`src/rtl/mmio_fifo_pkg.sv`:
```
// Shared types and register map for the MMIO controller of the AFU shift-register FIFO.
package mmio_fifo_pkg;

  typedef enum logic [0:0] {
    IDLE  = 1'b0,
    FLUSH = 1'b1
  } t_ctrl_state;

  localparam logic [2:0] OFF_DATA    = 3'd0;
  localparam logic [2:0] OFF_STATUS  = 3'd2;
  localparam logic [2:0] OFF_CTRL    = 3'd4;
  localparam logic [2:0] OFF_PUSHCNT = 3'd6;

  // STATUS register image, listed MSB first so q_valid lands on bit 0.
  typedef struct packed {
    logic [31:0] rsvd_hi;
    logic [15:0] pushcnt_lo;
    logic [5:0]  rsvd_lo;
    logic [4:0]  count;
    logic        busy;
    logic        drop_sticky;
    logic        unf_sticky;
    logic        ovf_sticky;
    logic        q_valid;
  } t_fifo_status;

endpackage

```
`src/rtl/mmio_csr_decode.sv`:
```
// Combinational decode of the 8-DWORD CSR window into one-hot register selects.
module mmio_csr_decode
  import mmio_fifo_pkg::*;
#(
  parameter logic [15:0] BASE_ADDR = 16'h0020
) (
  input  logic [15:0] addr,
  output logic        hit,
  output logic        sel_data,
  output logic        sel_status,
  output logic        sel_ctrl,
  output logic        sel_pushcnt
);

  logic [15:0] offset;

  // Wrapping subtraction turns below-base addresses into huge offsets, so one compare covers both ends.
  always_comb begin
    offset      = addr - BASE_ADDR;
    hit         = (offset[15:3] == 13'd0);
    sel_data    = hit && (offset[2:0] == OFF_DATA);
    sel_status  = hit && (offset[2:0] == OFF_STATUS);
    sel_ctrl    = hit && (offset[2:0] == OFF_CTRL);
    sel_pushcnt = hit && (offset[2:0] == OFF_PUSHCNT);
  end

endmodule

```
`src/rtl/mmio_fifo_ctrl.sv`:
```
// MMIO controller for the AFU delay-line FIFO: pushes, occupancy tracking, flush sequencing
// and single-cycle CSR read responses.
module mmio_fifo_ctrl
  import mmio_fifo_pkg::*;
#(
  parameter int          DEPTH     = 8,
  parameter logic [15:0] BASE_ADDR = 16'h0020,
  parameter int          CNT_W     = $clog2(DEPTH + 1)
) (
  input  logic        clk,
  input  logic        rst,
  input  logic        mmio_wr_valid,
  input  logic        mmio_rd_valid,
  input  logic [15:0] mmio_addr,
  input  logic [8:0]  mmio_tid,
  input  logic [63:0] mmio_wr_data,
  output logic        fifo_en,
  output logic [63:0] fifo_d,
  input  logic [63:0] fifo_q,
  output logic        rd_rsp_valid,
  output logic        rd_hit,
  output logic [8:0]  rd_rsp_tid,
  output logic [63:0] rd_rsp_data
);

  localparam logic [CNT_W-1:0] DEPTH_C = CNT_W'(DEPTH);
  localparam logic [CNT_W-1:0] ONE_C   = CNT_W'(1);

  t_ctrl_state      state;
  logic [CNT_W-1:0] count;
  logic [CNT_W-1:0] flush_ctr;
  logic [31:0]      pushcnt;
  logic             ovf_sticky, unf_sticky, drop_sticky;

  logic hit, sel_data, sel_status, sel_ctrl, sel_pushcnt;
  logic q_valid, push, drop, flush_start, clr, ovf_set, unf_set;
  t_fifo_status status;
  logic [63:0]  rd_mux;

  mmio_csr_decode #(.BASE_ADDR(BASE_ADDR)) u_decode (
    .addr        (mmio_addr),
    .hit         (hit),
    .sel_data    (sel_data),
    .sel_status  (sel_status),
    .sel_ctrl    (sel_ctrl),
    .sel_pushcnt (sel_pushcnt)
  );

  always_comb begin
    q_valid     = (count == DEPTH_C);
    push        = mmio_wr_valid && sel_data && (state == IDLE);
    drop        = mmio_wr_valid && sel_data && (state == FLUSH);
    flush_start = mmio_wr_valid && sel_ctrl && mmio_wr_data[0] && (state == IDLE);
    clr         = mmio_wr_valid && sel_ctrl && mmio_wr_data[1];
    ovf_set     = push && q_valid;
    unf_set     = mmio_rd_valid && sel_data && !q_valid;
  end

  // Read mux works on pre-write state; the response register below adds the one cycle of latency.
  always_comb begin
    status             = '0;
    status.pushcnt_lo  = pushcnt[15:0];
    status.count       = 5'(count);
    status.busy        = (state == FLUSH);
    status.drop_sticky = drop_sticky;
    status.unf_sticky  = unf_sticky;
    status.ovf_sticky  = ovf_sticky;
    status.q_valid     = q_valid;
    rd_mux             = 64'd0;
    if (sel_data) begin
      rd_mux = q_valid ? fifo_q : 64'd0;
    end else if (sel_status) begin
      rd_mux = status;
    end else if (sel_pushcnt) begin
      rd_mux = {32'd0, pushcnt};
    end else begin
      rd_mux = 64'd0;
    end
  end

  always_ff @(posedge clk or posedge rst) begin
    if (rst) begin
      state     <= IDLE;
      count     <= '0;
      flush_ctr <= '0;
      pushcnt   <= 32'd0;
      fifo_en   <= 1'b0;
      fifo_d    <= 64'd0;
    end else begin
      case (state)
        IDLE: begin
          if (flush_start) begin
            state     <= FLUSH;
            flush_ctr <= DEPTH_C;
            fifo_en   <= 1'b1;
            fifo_d    <= 64'd0;
          end else if (push) begin
            fifo_en <= 1'b1;
            fifo_d  <= mmio_wr_data;
            count   <= q_valid ? count : count + ONE_C;
            pushcnt <= pushcnt + 32'd1;
          end else begin
            fifo_en <= 1'b0;
          end
        end
        FLUSH: begin
          fifo_d <= 64'd0;
          // The shift issued on entry counts as the first, so leaving at 1 gives DEPTH shifts.
          if (flush_ctr == ONE_C) begin
            state     <= IDLE;
            flush_ctr <= '0;
            count     <= '0;
            fifo_en   <= 1'b0;
          end else begin
            flush_ctr <= flush_ctr - ONE_C;
            fifo_en   <= 1'b1;
          end
        end
        default: begin
          state   <= IDLE;
          fifo_en <= 1'b0;
        end
      endcase
    end
  end

  // Sticky flags: a set in the same cycle as a clear wins.
  always_ff @(posedge clk or posedge rst) begin
    if (rst) begin
      ovf_sticky  <= 1'b0;
      unf_sticky  <= 1'b0;
      drop_sticky <= 1'b0;
    end else begin
      ovf_sticky  <= ovf_set || (ovf_sticky  && !clr);
      unf_sticky  <= unf_set || (unf_sticky  && !clr);
      drop_sticky <= drop    || (drop_sticky && !clr);
    end
  end

  always_ff @(posedge clk or posedge rst) begin
    if (rst) begin
      rd_rsp_valid <= 1'b0;
      rd_hit       <= 1'b0;
      rd_rsp_tid   <= 9'd0;
      rd_rsp_data  <= 64'd0;
    end else begin
      rd_rsp_valid <= mmio_rd_valid;
      rd_hit       <= mmio_rd_valid && hit;
      rd_rsp_tid   <= mmio_rd_valid ? mmio_tid : 9'd0;
      rd_rsp_data  <= mmio_rd_valid ? rd_mux : 64'd0;
    end
  end

endmodule

```
`config.mk`:
```
export PLATFORM = sky130hd
export DESIGN_NAME = mmio_fifo_ctrl
export DESIGN_NICKNAME = d
export VERILOG_FILES = /design/src/rtl/mmio_fifo_pkg.sv /design/src/rtl/mmio_csr_decode.sv /design/src/rtl/mmio_fifo_ctrl.sv
export SDC_FILE = /design/constraint.sdc
export NUM_CORES = 1
export LEC_CHECK = 0
export CAP_MARGIN = 20
export CORE_UTILIZATION = 45
export CTS_BUF_LIST = sky130_fd_sc_hd__clkbuf_8
export DETAILED_ROUTE_END_ITERATION = 12
export GPL_TIMING_DRIVEN = 0
export PLACE_DENSITY = 0.82
export SETUP_SLACK_MARGIN = 0.5
export SYNTH_ARGS = -nofsm -noshare
export SYNTH_HDL_FRONTEND = slang
export SYNTH_SLANG_ARGS = --single-unit
export TNS_END_PERCENT = 5
```
`constraint.sdc`:
```
create_clock -name clk -period 6.8 [get_ports clk]
set_input_delay 1.02 -clock clk [delete_from_list [all_inputs] [get_ports clk]]
set_output_delay 1.02 -clock clk [all_outputs]
set_load 0.03 [all_outputs]
```
==> impl_metrics.csv <==
group,metric,value,unit
timing,finalHoldViolCount,0,
clock_tree,cts_max_level,4,
finish,insertedDiodeCount,0,
worst_setup_path,critPathMaxStageDelay,0.53,ns
timing,fin_crit_sh,0.460,
power_and_ir_drop,pwr_density_cell,180,nW/µm²
power_and_ir_drop,p_int,1.59,mW
logic_synthesis,synth.top_cell.area_share,0.599,
worst_setup_path,crit_fanout,10,
timing,hold_slack,0.487,ns
power_and_ir_drop,seqPwrFrac,0.543,
finish,instances_no_fill,1242,
clock_tree,insertion_delay,0.46,ns
timing,slew_headroom,0.364,
finish,drive_above_1_share,0.0656,
status,status,"completed",
timing,fin_crit,3.12,ns
worst_setup_path,crit_path_cell_trace,"clkdlybuf4s50_1, nor4b_2, and4_1, nand2_1, nor3_4, buf_2, o2bb2ai_1",
timing,worst_pin_slew,0.946,ns
global_route,track_usage,0.250,
global_route,grt_max_degree,111,
timing,fin_skew,0.0103,ns
clock_tree,cts_sinks,184,
floorplanning,num_io_pins,297,
logic_synthesis,synthesis.instances,695,
timing,setup_tns,0,ns
worst_setup_path,end_kind,"register",
routing,vias_per_cell,5.23,
timing,setup_violations,0,
logic_synthesis,yosysWarnings,0,
global_route,grt_pass1_vias,6521,
timing,fin_ws,3.68,ns
clock_tree,cts_tree,"done",
worst_setup_path,worstPathRequired,7.18,ns
worst_setup_path,worstSetupStartpointType,"primary input",
power_and_ir_drop,p_switching,460,µW
floorplanning,rows,47,
routing,ant_nets,0,
logic_synthesis,synthesis.area,7680,µm²
power_and_ir_drop,switching_share,0.225,
routing,wl,21.1,mm
global_route,antenna_found_initial,0,
finish,final_common_cell,"clkdlybuf4s50_1",
clock_tree,cts_resized,0,
logic_synthesis,yosysSeqAreaShare,0.599,
floorplanning,die_h,133,µm
routing,routed-via-count,6494,
logic_synthesis,yosys_most_used_dff,"dfrtp_1",
worst_setup_path,cp_slowest_cell,"clkdlybuf4s50_1",
power_and_ir_drop,leakage,4.96,nW
placed_design,dp_slack,3.22,ns
clock_tree,post-cts-setup-buffers,0,
power_and_ir_drop,power_frac_comb,0.081,
timing,rsz0062_at_grt,"false",
global_route,grt_first_pass_wirelength,34.0,mm
placed_design,place.gp.congestion,0.824,
placed_design,numPortBuffers,295,
finish,fin_nets,1172,
clock_tree,cts_buffers,17,
logic_synthesis,ys_types,47,
worst_setup_path,worst-setup-path-type,"in2reg",
power_and_ir_drop,vdd_drop_max,117,µV
logic_synthesis,synth_seq_cells,184,
worst_setup_path,crit_arrival,3.50,ns
floorplanning,die-area,17600,µm²
clock_tree,clock_path_buffers,2,
finish,post-route-util,0.683,
run,max-cap-violations,0,
power_and_ir_drop,p_clk_frac,0.376,
routing,drtIter0Drc,325,
clock_tree,clockRootBuffer,"clkbuf_8",
logic_synthesis,synthArstFlopShare,1.00,
logic_synthesis,synth_top_area_cell,"dfrtp_1",
floorplanning,core,16600,µm²
clock_tree,cts.clk_slew.worst_paths,0.08,ns
routing,routedWlPerCell,17.0,µm
routing,dr.pass1.iters,4,
finish,area_growth,47.8,%
logic_synthesis,synth.avg_cell_area,11.1,µm²
logic_synthesis,synthTopCellsByArea,"dfrtp_1 (60%), nand3_1 (5.3%), a21oi_1 (4.4%)",
clock_tree,ctsHoldBuffers,0,
logic_synthesis,synth-edff-count,0,
finish,final_cell_mix,"clkdlybuf4s50_1 (295), dfrtp_1 (184), nand3_1 (81)",
floorplanning,fp.dieW,133,µm
timing,finalMaxSlewViolations,0,
global_route,grt.overflow.total,0,
hold_path,min_path_type,"reg2reg",
timing,max_freq,320,MHz
logic_synthesis,synthesis.nets,857,
routing,drcViolationCount,0,
floorplanning,initial_core_util,0.462,
placed_design,place_inst,1211,
placed_design,dp_hpwl,15.5,mm
==> worst max-delay path: cells and delay by family <==
kind | cells | cell delay [ns]
AND/OR/NAND/NOR | 4 | 1.47
buffers and inverters | 2 | 0.85
AO/OA/AOI/OAI | 1 | 0.15
==> layer usage <==
metal	track usage	share of wire	vias up
li1	-	-	3051
met1	0.305	0.40	3171
met2	0.425	0.50	246
met3	0.0743	0.076	26
met4	0.0817	0.017	0
met5	0	0	-
==> synth_stat cells (all sizes together), types with 3 or more instances <==
cell,n
dfrtp,184
and2,41
nor3,9
nor4,5
o31ai,3
clkbuf,23
ha,5
nor2b,4
buf,23
o21ai,5
or3,3
inv,12
o2bb2ai,25
xnor2,22
a21oi,67
a32o,7
mux2i,28
and4,4
nand2,79
a22o,3
and3,9
nand4,14
nor2,12
xor2,11
nand3,81
==> cell families (layout without fill, tap and decap cells) <==
kind of cell | Yosys count | count (layout) | share of synthesized area
flops | 184 | 184 | 0.599
mux | 29 | 29 | 0.0379
fa+ha+maj | 5 | 5 | 0.00814
xor+xnor | 33 | 33 | 0.0376
simple gates | 271 | 271 | 0.188
buf+inv | 58 | 385 | 0.0324
compound gates | 115 | 115 | 0.0964
==> final timing paths <==
kind / startpoint / end / slack [ns] / cells past startpoint
hold / removal: ovf_sticky$_DFF_PP0_ / ovf_sticky$_DFF_PP0_ / 0.49 / 2
setup / recovery: mmio_addr[5] / rd_rsp_data[8]$_DFF_PP0_ / 3.68 / 7
min in group asynchronous: rst / rd_rsp_data[31]$_DFF_PP0_ / 1.01 / 2
hold reg to reg: ovf_sticky$_DFF_PP0_ / ovf_sticky$_DFF_PP0_ / 0.49 / 2
setup reg to reg: pushcnt[9]$_DFFE_PP0P_ / pushcnt[30]$_DFFE_PP0P_ / 4.57 / 5
max in group asynchronous: rst / fifo_d[1]$_DFFE_PP0P_ / 4.88 / 3
==> registers in the layout, summed over array words and instances (netlist names) <==
register / cells
unf_sticky: 1
rd_rsp_data: 64
rd_rsp_tid: 9
fifo_en: 1
rd_rsp_valid: 1
rd_hit: 1
pushcnt: 32
ovf_sticky: 1
state: 1
fifo_d: 64
drop_sticky: 1
flush_ctr: 4
count: 4
==> power groups by stage <==
stage          Sequential (mW)  Clock, mW  Combinational [mW]
2_1_floorplan             1.14          0              0.0464
3_3_place_gp              1.13          0               0.163
3_5_place_dp              1.13          0               0.168
4_1_cts                   1.11      0.782               0.169
5_1_grt                   1.11      0.826               0.181
6_report                  1.11      0.768               0.167
==> per-stage QoR <==
step / total power [mW] / cell area (µm²)
2_1_floorplan: 1.18 / 7680
3_3_place_gp: 1.30 / 10900
3_5_place_dp: 1.30 / 10900
4_1_cts: 2.06 / 11400
5_1_grt: 2.12 / 11400
6_report: 2.05 / 11400
==> layout make-up <==
type / instances / area [µm²]
buffer: 46 / 204
clock buffer: 19 / 262
clock inverter: 12 / 149
fill: 1300 / 5280
inverter: 12 / 52.6
multi-input combinational: 453 / 2830
sequential: 184 / 4600
tap: 220 / 275
timing repair buffer: 296 / 2980
Power figures use the tool's default switching activity.
